### src/rtl/mb_rx_frame_ctrl_pkg.sv
// Shared types and constants for the MainBand receive framing controller.
package mb_rx_pkg;

  // Frame tracking states; DROP_* walk the same pattern without capturing.
  typedef enum logic [2:0] {
    IDLE     = 3'd0,
    HI       = 3'd1,
    LO0      = 3'd2,
    LO1      = 3'd3,
    DROP_HI  = 3'd4,
    DROP_LO0 = 3'd5,
    DROP_LO1 = 3'd6
  } frame_state_e;

  localparam int BEATS_PER_FRAG = 4;
  // Expected lane-valid level indexed by beat number (beats 0,1 high; 2,3 low).
  localparam logic [BEATS_PER_FRAG-1:0] VALID_PATTERN = 4'b0011;

  localparam int FRAG_BYTES = 16;
  localparam int FLIT_BYTES = 64;
  localparam int FRAGS_PER_FLIT_DFLT = FLIT_BYTES / FRAG_BYTES;

  // Valid level the link must present on a given beat of a fragment.
  function automatic logic beat_valid(input logic [1:0] beat);
    return VALID_PATTERN[beat];
  endfunction

  // Beat position within the fragment that a state consumes.
  function automatic logic [1:0] state_beat(input frame_state_e st);
    logic [1:0] beat;
    case (st)
      IDLE:              beat = 2'd0;
      HI, DROP_HI:       beat = 2'd1;
      LO0, DROP_LO0:     beat = 2'd2;
      LO1, DROP_LO1:     beat = 2'd3;
      default:           beat = 2'd0;
    endcase
    return beat;
  endfunction

endpackage

### src/rtl/mb_rx_frame_ctrl_if.sv
// Lane-side inputs and datapath/status outputs of the receive framing controller.
interface mb_rx_frame_ctrl_if #(
  parameter int FLIT_BUFFERS = 2,
  parameter int ERR_CNT_W    = 8
);
  localparam int SLOT_W = $clog2(FLIT_BUFFERS);

  logic                 rx_enable_i;
  logic                 valid_iPin;
  logic                 buf_release_i;
  logic                 sample_en_o;
  logic [SLOT_W-1:0]    wr_slot_o;
  logic [1:0]           wr_frag_o;
  logic [1:0]           wr_beat_o;
  logic [SLOT_W-1:0]    rd_slot_o;
  logic                 flit_ready_o;
  logic                 flit_done_o;
  logic                 full_o;
  logic                 overflow_o;
  logic                 frame_err_o;
  logic [ERR_CNT_W-1:0] err_cnt_o;
  logic                 underflow_o;

  modport master (
    output rx_enable_i, valid_iPin, buf_release_i,
    input  sample_en_o, wr_slot_o, wr_frag_o, wr_beat_o, rd_slot_o,
           flit_ready_o, flit_done_o, full_o, overflow_o, frame_err_o,
           err_cnt_o, underflow_o
  );

  modport slave (
    input  rx_enable_i, valid_iPin, buf_release_i,
    output sample_en_o, wr_slot_o, wr_frag_o, wr_beat_o, rd_slot_o,
           flit_ready_o, flit_done_o, full_o, overflow_o, frame_err_o,
           err_cnt_o, underflow_o
  );
endinterface

### src/rtl/mb_rx_frame_ctrl_slot_tracker.sv
// Flit-slot ring bookkeeping: write/read pointers, occupancy, full/ready, underflow.
module mb_rx_slot_tracker #(
  parameter int FLIT_BUFFERS = 2
) (
  input  logic                            periph_clkPins_i,
  input  logic                            reset,
  input  logic                            commit,
  input  logic                            rel,
  output logic [$clog2(FLIT_BUFFERS)-1:0] wr_slot,
  output logic [$clog2(FLIT_BUFFERS)-1:0] rd_slot,
  output logic                            ready,
  output logic                            full,
  output logic                            underflow
);
  localparam int SLOT_W = $clog2(FLIT_BUFFERS);
  localparam int OCC_W  = SLOT_W + 1;

  logic [SLOT_W-1:0] wr_slot_r;
  logic [SLOT_W-1:0] rd_slot_r;
  logic [OCC_W-1:0]  occ_r;
  logic              underflow_r;
  logic              rel_ok_s;

  // A release only counts when something is actually held.
  assign rel_ok_s = rel && (occ_r != OCC_W'(0));

  // Pointer advance and occupancy update; commit+release together leaves occupancy alone.
  always_ff @(posedge periph_clkPins_i) begin
    if (reset) begin
      wr_slot_r   <= '0;
      rd_slot_r   <= '0;
      occ_r       <= '0;
      underflow_r <= 1'b0;
    end else begin
      if (commit) begin
        wr_slot_r <= wr_slot_r + SLOT_W'(1);
      end
      if (rel_ok_s) begin
        rd_slot_r <= rd_slot_r + SLOT_W'(1);
      end
      if (rel && (occ_r == OCC_W'(0))) begin
        underflow_r <= 1'b1;
      end
      case ({commit, rel_ok_s})
        2'b10:   occ_r <= occ_r + OCC_W'(1);
        2'b01:   occ_r <= occ_r - OCC_W'(1);
        default: occ_r <= occ_r;
      endcase
    end
  end

  assign wr_slot   = wr_slot_r;
  assign rd_slot   = rd_slot_r;
  assign ready     = (occ_r != OCC_W'(0));
  assign full      = (occ_r == OCC_W'(FLIT_BUFFERS));
  assign underflow = underflow_r;
endmodule

### src/rtl/mb_rx_frame_ctrl.sv
// MainBand receive framing controller: tracks the 1100 valid pattern per fragment,
// emits per-beat capture strobes/indices and commits 4-fragment flits into slots.
module mb_rx_frame_ctrl
  import mb_rx_pkg::*;
#(
  parameter int FLIT_BUFFERS   = 2,
  parameter int FRAGS_PER_FLIT = FRAGS_PER_FLIT_DFLT,
  parameter int ERR_CNT_W      = 8
) (
  input logic               periph_clkPins_i,
  input logic               reset,
  mb_rx_frame_ctrl_if.slave rx
);
  localparam logic [1:0]           FRAG_LAST = 2'(FRAGS_PER_FLIT - 1);
  localparam logic [ERR_CNT_W-1:0] ERR_MAX   = {ERR_CNT_W{1'b1}};

  frame_state_e         state_r, state_s;
  logic [1:0]           frag_r, frag_s;
  logic [1:0]           drop_frag_r, drop_frag_s;
  logic [1:0]           beat_s;
  logic                 pat_ok_s;
  logic                 sample_s, commit_s, err_s, ovf_set_s, full_s;
  logic                 flit_done_r, frame_err_r, overflow_r;
  logic [ERR_CNT_W-1:0] err_cnt_r;

  assign beat_s   = state_beat(state_r);
  assign pat_ok_s = (rx.valid_iPin == beat_valid(beat_s));

  // Next-state, capture strobe, commit and error decode for the current beat.
  always_comb begin
    state_s     = state_r;
    frag_s      = frag_r;
    drop_frag_s = drop_frag_r;
    sample_s    = 1'b0;
    commit_s    = 1'b0;
    err_s       = 1'b0;
    ovf_set_s   = 1'b0;
    if (!rx.rx_enable_i) begin
      // Link down: abandon any partial flit silently.
      state_s     = IDLE;
      frag_s      = 2'd0;
      drop_frag_s = 2'd0;
    end else begin
      case (state_r)
        IDLE: begin
          if (!rx.valid_iPin) begin
            state_s = IDLE;
          end else if (drop_frag_r != 2'd0) begin
            state_s = DROP_HI;
          end else if ((frag_r != 2'd0) || !full_s) begin
            // Admission is decided once, at beat 0 of fragment 0.
            sample_s = 1'b1;
            state_s  = HI;
          end else begin
            ovf_set_s = 1'b1;
            state_s   = DROP_HI;
          end
        end
        HI, LO0, LO1, DROP_HI, DROP_LO0, DROP_LO1: begin
          if (!pat_ok_s) begin
            err_s       = 1'b1;
            state_s     = IDLE;
            frag_s      = 2'd0;
            drop_frag_s = 2'd0;
          end else begin
            sample_s = (state_r == HI) || (state_r == LO0) || (state_r == LO1);
            case (state_r)
              HI:       state_s = LO0;
              LO0:      state_s = LO1;
              DROP_HI:  state_s = DROP_LO0;
              DROP_LO0: state_s = DROP_LO1;
              LO1: begin
                state_s = IDLE;
                if (frag_r == FRAG_LAST) begin
                  frag_s   = 2'd0;
                  commit_s = 1'b1;
                end else begin
                  frag_s = frag_r + 2'd1;
                end
              end
              DROP_LO1: begin
                state_s = IDLE;
                if (drop_frag_r == FRAG_LAST) begin
                  drop_frag_s = 2'd0;
                end else begin
                  drop_frag_s = drop_frag_r + 2'd1;
                end
              end
              default: state_s = IDLE;
            endcase
          end
        end
        default: begin
          state_s     = IDLE;
          frag_s      = 2'd0;
          drop_frag_s = 2'd0;
        end
      endcase
    end
  end

  // State, fragment counters, status pulses, sticky overflow and saturating error count.
  always_ff @(posedge periph_clkPins_i) begin
    if (reset) begin
      state_r     <= IDLE;
      frag_r      <= 2'd0;
      drop_frag_r <= 2'd0;
      flit_done_r <= 1'b0;
      frame_err_r <= 1'b0;
      overflow_r  <= 1'b0;
      err_cnt_r   <= '0;
    end else begin
      state_r     <= state_s;
      frag_r      <= frag_s;
      drop_frag_r <= drop_frag_s;
      flit_done_r <= commit_s;
      frame_err_r <= err_s;
      if (ovf_set_s) begin
        overflow_r <= 1'b1;
      end
      if (err_s && (err_cnt_r != ERR_MAX)) begin
        err_cnt_r <= err_cnt_r + ERR_CNT_W'(1);
      end
    end
  end

  mb_rx_slot_tracker #(
    .FLIT_BUFFERS(FLIT_BUFFERS)
  ) u_slots (
    .periph_clkPins_i(periph_clkPins_i),
    .reset           (reset),
    .commit          (commit_s),
    .rel             (rx.buf_release_i),
    .wr_slot         (rx.wr_slot_o),
    .rd_slot         (rx.rd_slot_o),
    .ready           (rx.flit_ready_o),
    .full            (full_s),
    .underflow       (rx.underflow_o)
  );

  assign rx.sample_en_o = sample_s;
  assign rx.wr_beat_o   = beat_s;
  assign rx.wr_frag_o   = frag_r;
  assign rx.full_o      = full_s;
  assign rx.flit_done_o = flit_done_r;
  assign rx.frame_err_o = frame_err_r;
  assign rx.overflow_o  = overflow_r;
  assign rx.err_cnt_o   = err_cnt_r;
endmodule

### src/flat_wrapper.sv
// flat-port wrapper written by rule: the top's interface ports become plain ports
module mb_rx_frame_ctrl_flat import mb_rx_pkg::*;
#(
  parameter int FLIT_BUFFERS   = 2,
  parameter int FRAGS_PER_FLIT = FRAGS_PER_FLIT_DFLT,
  parameter int ERR_CNT_W      = 8
)
  (periph_clkPins_i, reset, rx_rx_enable_i, rx_valid_iPin, rx_buf_release_i, rx_sample_en_o, rx_wr_slot_o, rx_wr_frag_o, rx_wr_beat_o, rx_rd_slot_o, rx_flit_ready_o, rx_flit_done_o, rx_full_o, rx_overflow_o, rx_frame_err_o, rx_err_cnt_o, rx_underflow_o);
  mb_rx_frame_ctrl_if #(.FLIT_BUFFERS(FLIT_BUFFERS), .ERR_CNT_W(ERR_CNT_W)) rx_i ();
  input logic periph_clkPins_i;
  input logic reset;
  input wire logic [$bits(rx_i.rx_enable_i)-1:0] rx_rx_enable_i;
  input wire logic [$bits(rx_i.valid_iPin)-1:0] rx_valid_iPin;
  input wire logic [$bits(rx_i.buf_release_i)-1:0] rx_buf_release_i;
  output wire logic [$bits(rx_i.sample_en_o)-1:0] rx_sample_en_o;
  output wire logic [$bits(rx_i.wr_slot_o)-1:0] rx_wr_slot_o;
  output wire logic [$bits(rx_i.wr_frag_o)-1:0] rx_wr_frag_o;
  output wire logic [$bits(rx_i.wr_beat_o)-1:0] rx_wr_beat_o;
  output wire logic [$bits(rx_i.rd_slot_o)-1:0] rx_rd_slot_o;
  output wire logic [$bits(rx_i.flit_ready_o)-1:0] rx_flit_ready_o;
  output wire logic [$bits(rx_i.flit_done_o)-1:0] rx_flit_done_o;
  output wire logic [$bits(rx_i.full_o)-1:0] rx_full_o;
  output wire logic [$bits(rx_i.overflow_o)-1:0] rx_overflow_o;
  output wire logic [$bits(rx_i.frame_err_o)-1:0] rx_frame_err_o;
  output wire logic [$bits(rx_i.err_cnt_o)-1:0] rx_err_cnt_o;
  output wire logic [$bits(rx_i.underflow_o)-1:0] rx_underflow_o;
  assign rx_i.rx_enable_i = rx_rx_enable_i;
  assign rx_i.valid_iPin = rx_valid_iPin;
  assign rx_i.buf_release_i = rx_buf_release_i;
  assign rx_sample_en_o = rx_i.sample_en_o;
  assign rx_wr_slot_o = rx_i.wr_slot_o;
  assign rx_wr_frag_o = rx_i.wr_frag_o;
  assign rx_wr_beat_o = rx_i.wr_beat_o;
  assign rx_rd_slot_o = rx_i.rd_slot_o;
  assign rx_flit_ready_o = rx_i.flit_ready_o;
  assign rx_flit_done_o = rx_i.flit_done_o;
  assign rx_full_o = rx_i.full_o;
  assign rx_overflow_o = rx_i.overflow_o;
  assign rx_frame_err_o = rx_i.frame_err_o;
  assign rx_err_cnt_o = rx_i.err_cnt_o;
  assign rx_underflow_o = rx_i.underflow_o;
  mb_rx_frame_ctrl #(.FLIT_BUFFERS(FLIT_BUFFERS), .FRAGS_PER_FLIT(FRAGS_PER_FLIT), .ERR_CNT_W(ERR_CNT_W)) u_core (.periph_clkPins_i(periph_clkPins_i), .reset(reset), .rx(rx_i));
endmodule
### config.mk
export PLATFORM = sky130hd
export DESIGN_NAME = mb_rx_frame_ctrl_flat
export DESIGN_NICKNAME = d
export VERILOG_FILES = /design/src/rtl/mb_rx_frame_ctrl_pkg.sv /design/src/rtl/mb_rx_frame_ctrl_if.sv /design/src/rtl/mb_rx_frame_ctrl_slot_tracker.sv /design/src/rtl/mb_rx_frame_ctrl.sv /design/src/flat_wrapper.sv
export SDC_FILE = /design/constraint.sdc
export NUM_CORES = 1
export LEC_CHECK = 0
export CAP_MARGIN = 20
export CORE_UTILIZATION = 26
export CTS_CLUSTER_DIAMETER = 120
export CTS_CLUSTER_SIZE = 16
export DETAILED_ROUTE_END_ITERATION = 8
export GPL_ROUTABILITY_DRIVEN = 1
export HOLD_SLACK_MARGIN = 0.05
export PLACE_DENSITY_LB_ADDON = 0.1
export SLEW_MARGIN = 20
export SYNTH_ARGS = -nofsm -noshare
export SYNTH_HDL_FRONTEND = slang
export SYNTH_HIERARCHICAL = 1
export SYNTH_SLANG_ARGS = --single-unit
### constraint.sdc
create_clock -name periph_clkPins_i -period 3.7 [get_ports periph_clkPins_i]
set_input_delay 0.74 -clock periph_clkPins_i [delete_from_list [all_inputs] [get_ports periph_clkPins_i]]
set_output_delay 0.74 -clock periph_clkPins_i [all_outputs]
set_load 0.005 [all_outputs]
==> results by group, run 1 <==
Critical path
  • Reg2reg setup slack: 1.52 ns
  • WP data arrival: 2.57 ns
  • Crit path capture type: output port
  • Reg-to-Reg End: u_core/rx.err_cnt_o[5]
  • End of the critical path: rx_sample_en_o
  • Most frequent CP cell: clkdlybuf4s50_1
  • FF-to-FF Start: u_core/state_r[0]
  • CP peak stage delay: 0.64 ns
  • Crit Path Category: primary input to output port
  • Worst Setup SP: rx_valid_iPin
  • Required time worst endpoint: 2.96 ns
  • CP Max Fanout: 8
  • Reg2reg path depth: 5
  • Setup crit start kind: primary input
  • CP max stage cell: clkdlybuf4s50_1
  • Crit-path cells: clkdlybuf4s50_1 > inv_1 > nor2_1 > o21ai_0 > a21oi_1 > clkdlybuf4s50_1

Routing
  • Via Count: 1113
  • Drt total wl: 2700 µm
  • # DRC: 1
  • Drt wl/cell: 12.4 µm
  • DRT Pass-1 Iters: 8
  • Initial DRC count: 50
  • DRT antenna net count: 0
  • Vias per cell: 5.11

Synthesis
  • Synth top cells by count: 23 x dfxtp_1, 15 x a21oi_1, 15 x nor2_1
  • FF+latch count, synth: 23
  • Netlist cell types: 40
  • Syn Nets: 156
  • Cells after synthesis: 145
  • Top-count cell post-synth: dfxtp_1
  • Area leader, netlist: dfxtp_1
  • Top FF cell, synth: dfxtp_1
  • EDFF count, synth: 0
  • Asr flop ratio synth: 0%
  • Post-synthesis cell area: 1240 µm²
  • Sequential share of the synthesized area: 37.0%
  • Top cells by area, synth: dfxtp_1 37%, a21oi_1 6.0%, ha_1 6.0%, nor2_1 4.5%, o31ai_1 3.0%
  • Post-Syn Area per Cell: 8.58 µm²
  • Yosys warns: 6
  • Share of the synthesized area in the top cell type: 37.0%

Global route
  • Initial antenna violation count: 0
  • First-pass GRT wire length: 4480 µm
  • Total grt overflow: 0
  • Total GRT Usage: 11.1%
  • Vias in the first global route: 981
  • Largest net degree at the start of global routing: 17

Timing
  • Max-slew headroom: 61.8%
  • Final period util: 89.5%
  • Fin. Hold Viols: 0
  • Achievable Freq: 302 MHz
  • Setup TNS Final: 0 ns
  • Minimum clock period: 3.31 ns
  • Unrepaired setup endpoints after global routing: no
  • Hold Slack: 0.478 ns
  • Final setup viols: 0
  • Worst-margin pin slew: 0.572 ns
  • Clock skew: 0.00158 ns
  • Final Slew Violations: 0

Min path
  • Hold WC Path Type: flip-flop to flip-flop

CTS
  • Clk slew on worst S/H paths: 0.09 ns
  • Htree depth: 1
  • Clk_lat worst skew: 0.26 ns
  • Total CTS buffers: 3
  • Clock sink total: 23
  • Setup Buffers After CTS: 0
  • Worst-case clock buffer depth: 2
  • CTS resizes: 0
  • Post-CTS Hold Buffers: 0
  • CTS tree: yes
  • Root Buffer Master: clkbuf_8

Placed design
  • Port buffer count: 25
  • Post-DP HPWL: 1970 µm
  • Routability congestion estimate: 0.765

Floorplan
  • Die area: 5060 µm²
  • IO Pins: 26
  • Starting Density: 27.8%
  • Core Region: 4470 µm²
  • Die X-Extent: 71.2 µm
  • Cell Rows: 24
  • Die height: 71.2 µm

Job
  • Max cap viols: 0

Status
  • Failing checks: design-rule violations
  • Status: finished, violations left

Pwr
  • Final Total Pwr: 0.439 mW
  • LEAKAGE: 0.546 nW
  • Peak supply drop: 0.000181 V
  • Power Density: 280 nW/µm²

Final layout
  • Fin nets: 178
  • Ant diodes: 0
  • Area grow syn2layout: 26.0%
  • Share of cells above drive strength 1: 3.61%
## how the worst min path moves through the flow
stage          cells past startpoint                  endpoint                     start
6_report                           2  u_core/u_slots/underflow  u_core/u_slots/underflow
5_1_grt                            2    u_core/rx.err_cnt_o[5]    u_core/rx.err_cnt_o[5]
4_1_cts                            2  u_core/u_slots/underflow  u_core/u_slots/underflow
3_5_place_dp                       2  u_core/u_slots/underflow  u_core/u_slots/underflow
3_3_place_gp                       2  u_core/u_slots/underflow  u_core/u_slots/underflow
2_1_floorplan                      2  u_core/u_slots/underflow  u_core/u_slots/underflow
## critical path, delay by kind of cell
kind | cells | cell delay [ns]
and+or+nand+nor | 1 | 0.22
AOI/OAI and AO/OA | 2 | 0.29
buffers and inverters | 3 | 1.32
## per-stage QoR
step / setup WS, ns / instance area, µm² / util (%) / std cells
4_1_cts: 0.389 / 1570 / 35.0 / 218
3_5_place_dp: 0.402 / 1520 / 34.0 / 214
2_1_floorplan: 1.49 / 1240 / - / 145
5_1_grt: 0.231 / 1570 / 35.0 / 218
3_3_place_gp: 0.425 / 1520 / 34.0 / 214
6_report: 0.387 / 1570 / 35.0 / 218
## flip-flops by register name, summed over array words and instances, names as in the netlist, 2 cells and up
| register | cells |
|---|---|
| u_core/rx.err_cnt_o | 8 |
| u_core/state_r | 3 |
| u_core/u_slots/occ_r | 2 |
| u_core/drop_frag_r | 2 |
| u_core/rx.wr_frag_o | 2 |
## where the power goes
part | total, mW | switching (mW) | internal, mW | leakage, nW
logic | 0.0267 | 0.0136 | 0.0131 | 0.335
registers | 0.252 | 0.00287 | 0.249 | 0.186
clock network | 0.160 | 0.0853 | 0.0752 | 0.0255
## metal layers
layer  GRT usage, %  share of wire (%)  wire length [µm]
met1           14.3                 48              1290
met2           18.5                 48              1300
met3           3.42                3.3                89
met4           2.00               0.74                20
met5              0                  0                 0
## cells by family after synthesis
kind of cell | count (synthesis) | share of synthesized area [%]
adder cells (fa/ha/maj) | 7 | 6.84
XOR/XNOR | 7 | 4.93
buffers and inverters | 17 | 5.83
flip-flops | 23 | 37.0
AND/OR/NAND/NOR | 48 | 22.3
multiplexers | 2 | 1.61
AO/OA/AOI/OAI | 41 | 21.4
## cells in the final DEF (no fill, tap or decap)
cell type,synthesis,routed
a22oi_1,2,2
and3_1,4,4
inv_1,9,9
or4_1,4,4
nand2b_1,3,3
maj3_1,1,1
a211oi_1,1,1
nand3b_1,2,2
o32a_1,1,1
and4_1,1,1
a31oi_1,1,1
a22o_1,2,2
nor3b_1,3,3
clkdlybuf4s50_1,0,25
a21oi_1,15,15
a2bb2oi_1,3,3
clkinv_2,0,1
nor3_1,3,3
nor2b_1,1,1
and2b_2,1,1
nand3_1,4,4
a21bo_1,1,1
ha_1,6,6
a21boi_0,2,2
mux2i_1,2,2
dfxtp_1,23,23
nor2_1,15,15
nand2_1,1,1
xor2_1,3,3
o21a_1,1,1
or3_1,3,3
o21ai_0,6,6
clkbuf_8,0,3
and3b_1,1,1
nor4b_1,1,1
o31ai_1,5,5
or3b_4,1,1
a41oi_1,1,1
xnor2_1,4,4
## area by class of cell
| cell class | count | area [µm²] |
|---|---|---|
| Clock buffer | 3 | 41.3 |
| Timing Repair Buffer | 25 | 250 |
| Clock inverter | 1 | 5.00 |
| Multi-Input combinational cell | 105 | 711 |
| Inverter | 9 | 33.8 |
| Tap cell | 52 | 65.1 |
| Fill cell | 477 | 2910 |
| Sequential cell | 23 | 460 |
Power figures use the tool's default switching activity.
==> run 2: changes to the inputs <==
CORE_MARGIN = 4   (was default)
CORE_UTILIZATION = 54   (was 26)
==> run 2 against run 1 <==
Net effect:
- the run now ends clean
- maximum frequency shrank 1.2%
- first-iteration DRC count shrank 48%
- core utilization grew 34 points
- largest cell class unchanged
- routed wire length shrank 0.96%
- final cell count shrank 11%
- clock skew grew 0.0012 ns
- sequential share of layout area grew 0.97 points
- sequential cell count is the same
- cell area shrank 3.2%
- non-clock buffer count is the same
- combinational power is essentially flat
- sequential power is essentially flat
- critical path type unchanged
==> results by group, run 2 (synthesized netlist as in run 1, its figures left out) <==
Final layout
  • Area grow syn2layout: 21.9%
  • Most common cell after layout, fill and taps aside: clkdlybuf4s50_1
  • Ant diodes: 0
  • Fin nets: 178
  • Most frequent cells in the layout: 25 x clkdlybuf4s50_1, 23 x dfxtp_1, 15 x nor2_1, 15 x a21oi_1, 9 x inv_1
  • Share of cells above drive strength 1: 3.01%
  • Max reg flops: 8

Critical path
  • Required time worst endpoint: 2.96 ns
  • CP Max Fanout: 8
  • FF-to-FF Start: u_core/state_r[0]
  • Crit Path Category: primary input to output port
  • Crit path capture type: output port
  • WP data arrival: 2.61 ns
  • CP max stage cell: clkdlybuf4s50_1
  • Most frequent CP cell: clkdlybuf4s50_1
  • Setup crit start kind: primary input
  • CP peak stage delay: 0.64 ns
  • Worst Setup SP: rx_valid_iPin
  • Crit-path cells: clkdlybuf4s50_1 > inv_1 > nor2_1 > o21ai_0 > a21oi_1 > clkdlybuf4s50_1

Floorplan
  • Core Region: 2210 µm²
  • Cell Rows: 17
  • Die area: 3130 µm²
  • Die height: 56.0 µm
  • Starting Density: 56.2%
  • IO Pins: 26
  • Die X-Extent: 56.0 µm

Min path
  • Hold WC Path Type: flip-flop to flip-flop
  • Hold Path Origin: u_core/u_slots/underflow

Timing
  • Clock skew: 0.00277 ns
  • Fin. Hold Viols: 0
  • Max-slew headroom: 62.1%
  • Final setup viols: 0
  • Unrepaired setup endpoints after global routing: no
  • Setup TNS Final: 0 ns
  • Final period util: 90.6%
  • Achievable Freq: 298 MHz
  • Minimum clock period: 3.35 ns
  • Worst-margin pin slew: 0.567 ns
  • Final Slew Violations: 0
  • Hold Slack: 0.490 ns

Routing
  • Initial DRC count: 26
  • # DRC: 0
  • DRT antenna net count: 0
  • Drt wl/cell: 13.8 µm
  • Drt total wl: 2680 µm
  • DRT Pass-1 Iters: 4
  • Vias per cell: 5.72
  • Via Count: 1109

CTS
  • Total CTS buffers: 3
  • CTS tree: yes
  • Worst-case clock buffer depth: 2
  • Root Buffer Master: clkbuf_4
  • Setup Buffers After CTS: 0
  • CTS resizes: 0
  • Clock sink total: 23
  • Post-CTS Hold Buffers: 0
  • Clk_lat worst skew: 0.30 ns
  • Clk slew on worst S/H paths: 0.12 ns
  • Htree depth: 1

Pwr
  • P_int: 0.304 mW
  • Clock power frac: 29.3%
  • Sw frac: 22.9%
  • Power Density: 260 nW/µm²
  • P_sw: 0.0904 mW
  • Seq pwr share: 63.9%
  • Peak supply drop: 0.000203 V
  • LEAKAGE: 0.535 nW
  • Comb pwr share: 6.8%

Placed design
  • Port buffer count: 25
  • Routability congestion estimate: 0.791
  • Post-DP HPWL: 1920 µm

Global route
  • Vias in the first global route: 1023
  • Total grt overflow: 0
  • Initial antenna violation count: 0
  • First-pass GRT wire length: 4530 µm
  • Largest net degree at the start of global routing: 17
  • Total GRT Usage: 17.9%

Job
  • Max cap viols: 0

Status
  • Status: finished, final reports clean
-- run 2: changes by cell type in the layout (fill, tap and decap cells not counted) --
cell and delta:
clkinv_2 -1, clkbuf_1 +1, clkbuf_4 +3, clkbuf_8 -3
-- run 2: layout make-up --
type / instances / area, µm²
timing repair buffer: 25 / 250
clock buffer: 4 / 26.3
multi-input combinational: 105 / 711
fill: 199 / 696
tap: 28 / 35.0
inverter: 9 / 33.8
sequential: 23 / 460
-- run 2: worst paths after layout --
check	end	slack (ns)	depth (start not counted)
setup / recovery	rx_sample_en_o	0.35	6
hold / removal	u_core/u_slots/underflow	0.49	2
setup reg to reg	u_core/rx.err_cnt_o[5]	1.45	5
hold reg to reg	u_core/u_slots/underflow	0.49	2
-- run 2: metrics by stage --
| step | instances | cell area [µm²] | util (%) | total power, mW | setup WS (ns) |
|---|---|---|---|---|---|
| floorplan | 145 | 1240 | - | 0.272 | 1.49 |
| CTS | 194 | 1520 | 68.6 | 0.400 | 0.382 |
| finish | 194 | 1520 | 68.6 | 0.395 | 0.348 |
| detailed placement | 190 | 1490 | 67.4 | 0.284 | 0.390 |
| global route | 194 | 1520 | 68.6 | 0.414 | 0.236 |
| global placement | 190 | 1490 | 67.4 | 0.284 | 0.468 |
-- run 2: power by group through the flow --
stage                     clock [mW]  combinational [mW]  sequential [mW]
final                          0.116              0.0270            0.252
after global routing           0.132              0.0292            0.253
after CTS                      0.121              0.0266            0.252
after detailed placement           0              0.0264            0.258
after global placement             0              0.0260            0.258
after floorplan                    0              0.0162            0.256
-- run 2: worst max-delay path, delay by kind of cell --
| kind | cells | cell delay [ns] |
|---|---|---|
| buffers and inverters | 3 | 1.34 |
| AOI/OAI and AO/OA | 2 | 0.30 |
| and+or+nand+nor | 1 | 0.23 |
-- run 2: per-layer routing --
metal | track usage, % | part of all wire (%)
met1 | 23.8 | 47
met4 | 8.14 | 2.3
met3 | 3.94 | 5.0
met2 | 27.4 | 45
met5 | 0 | 0
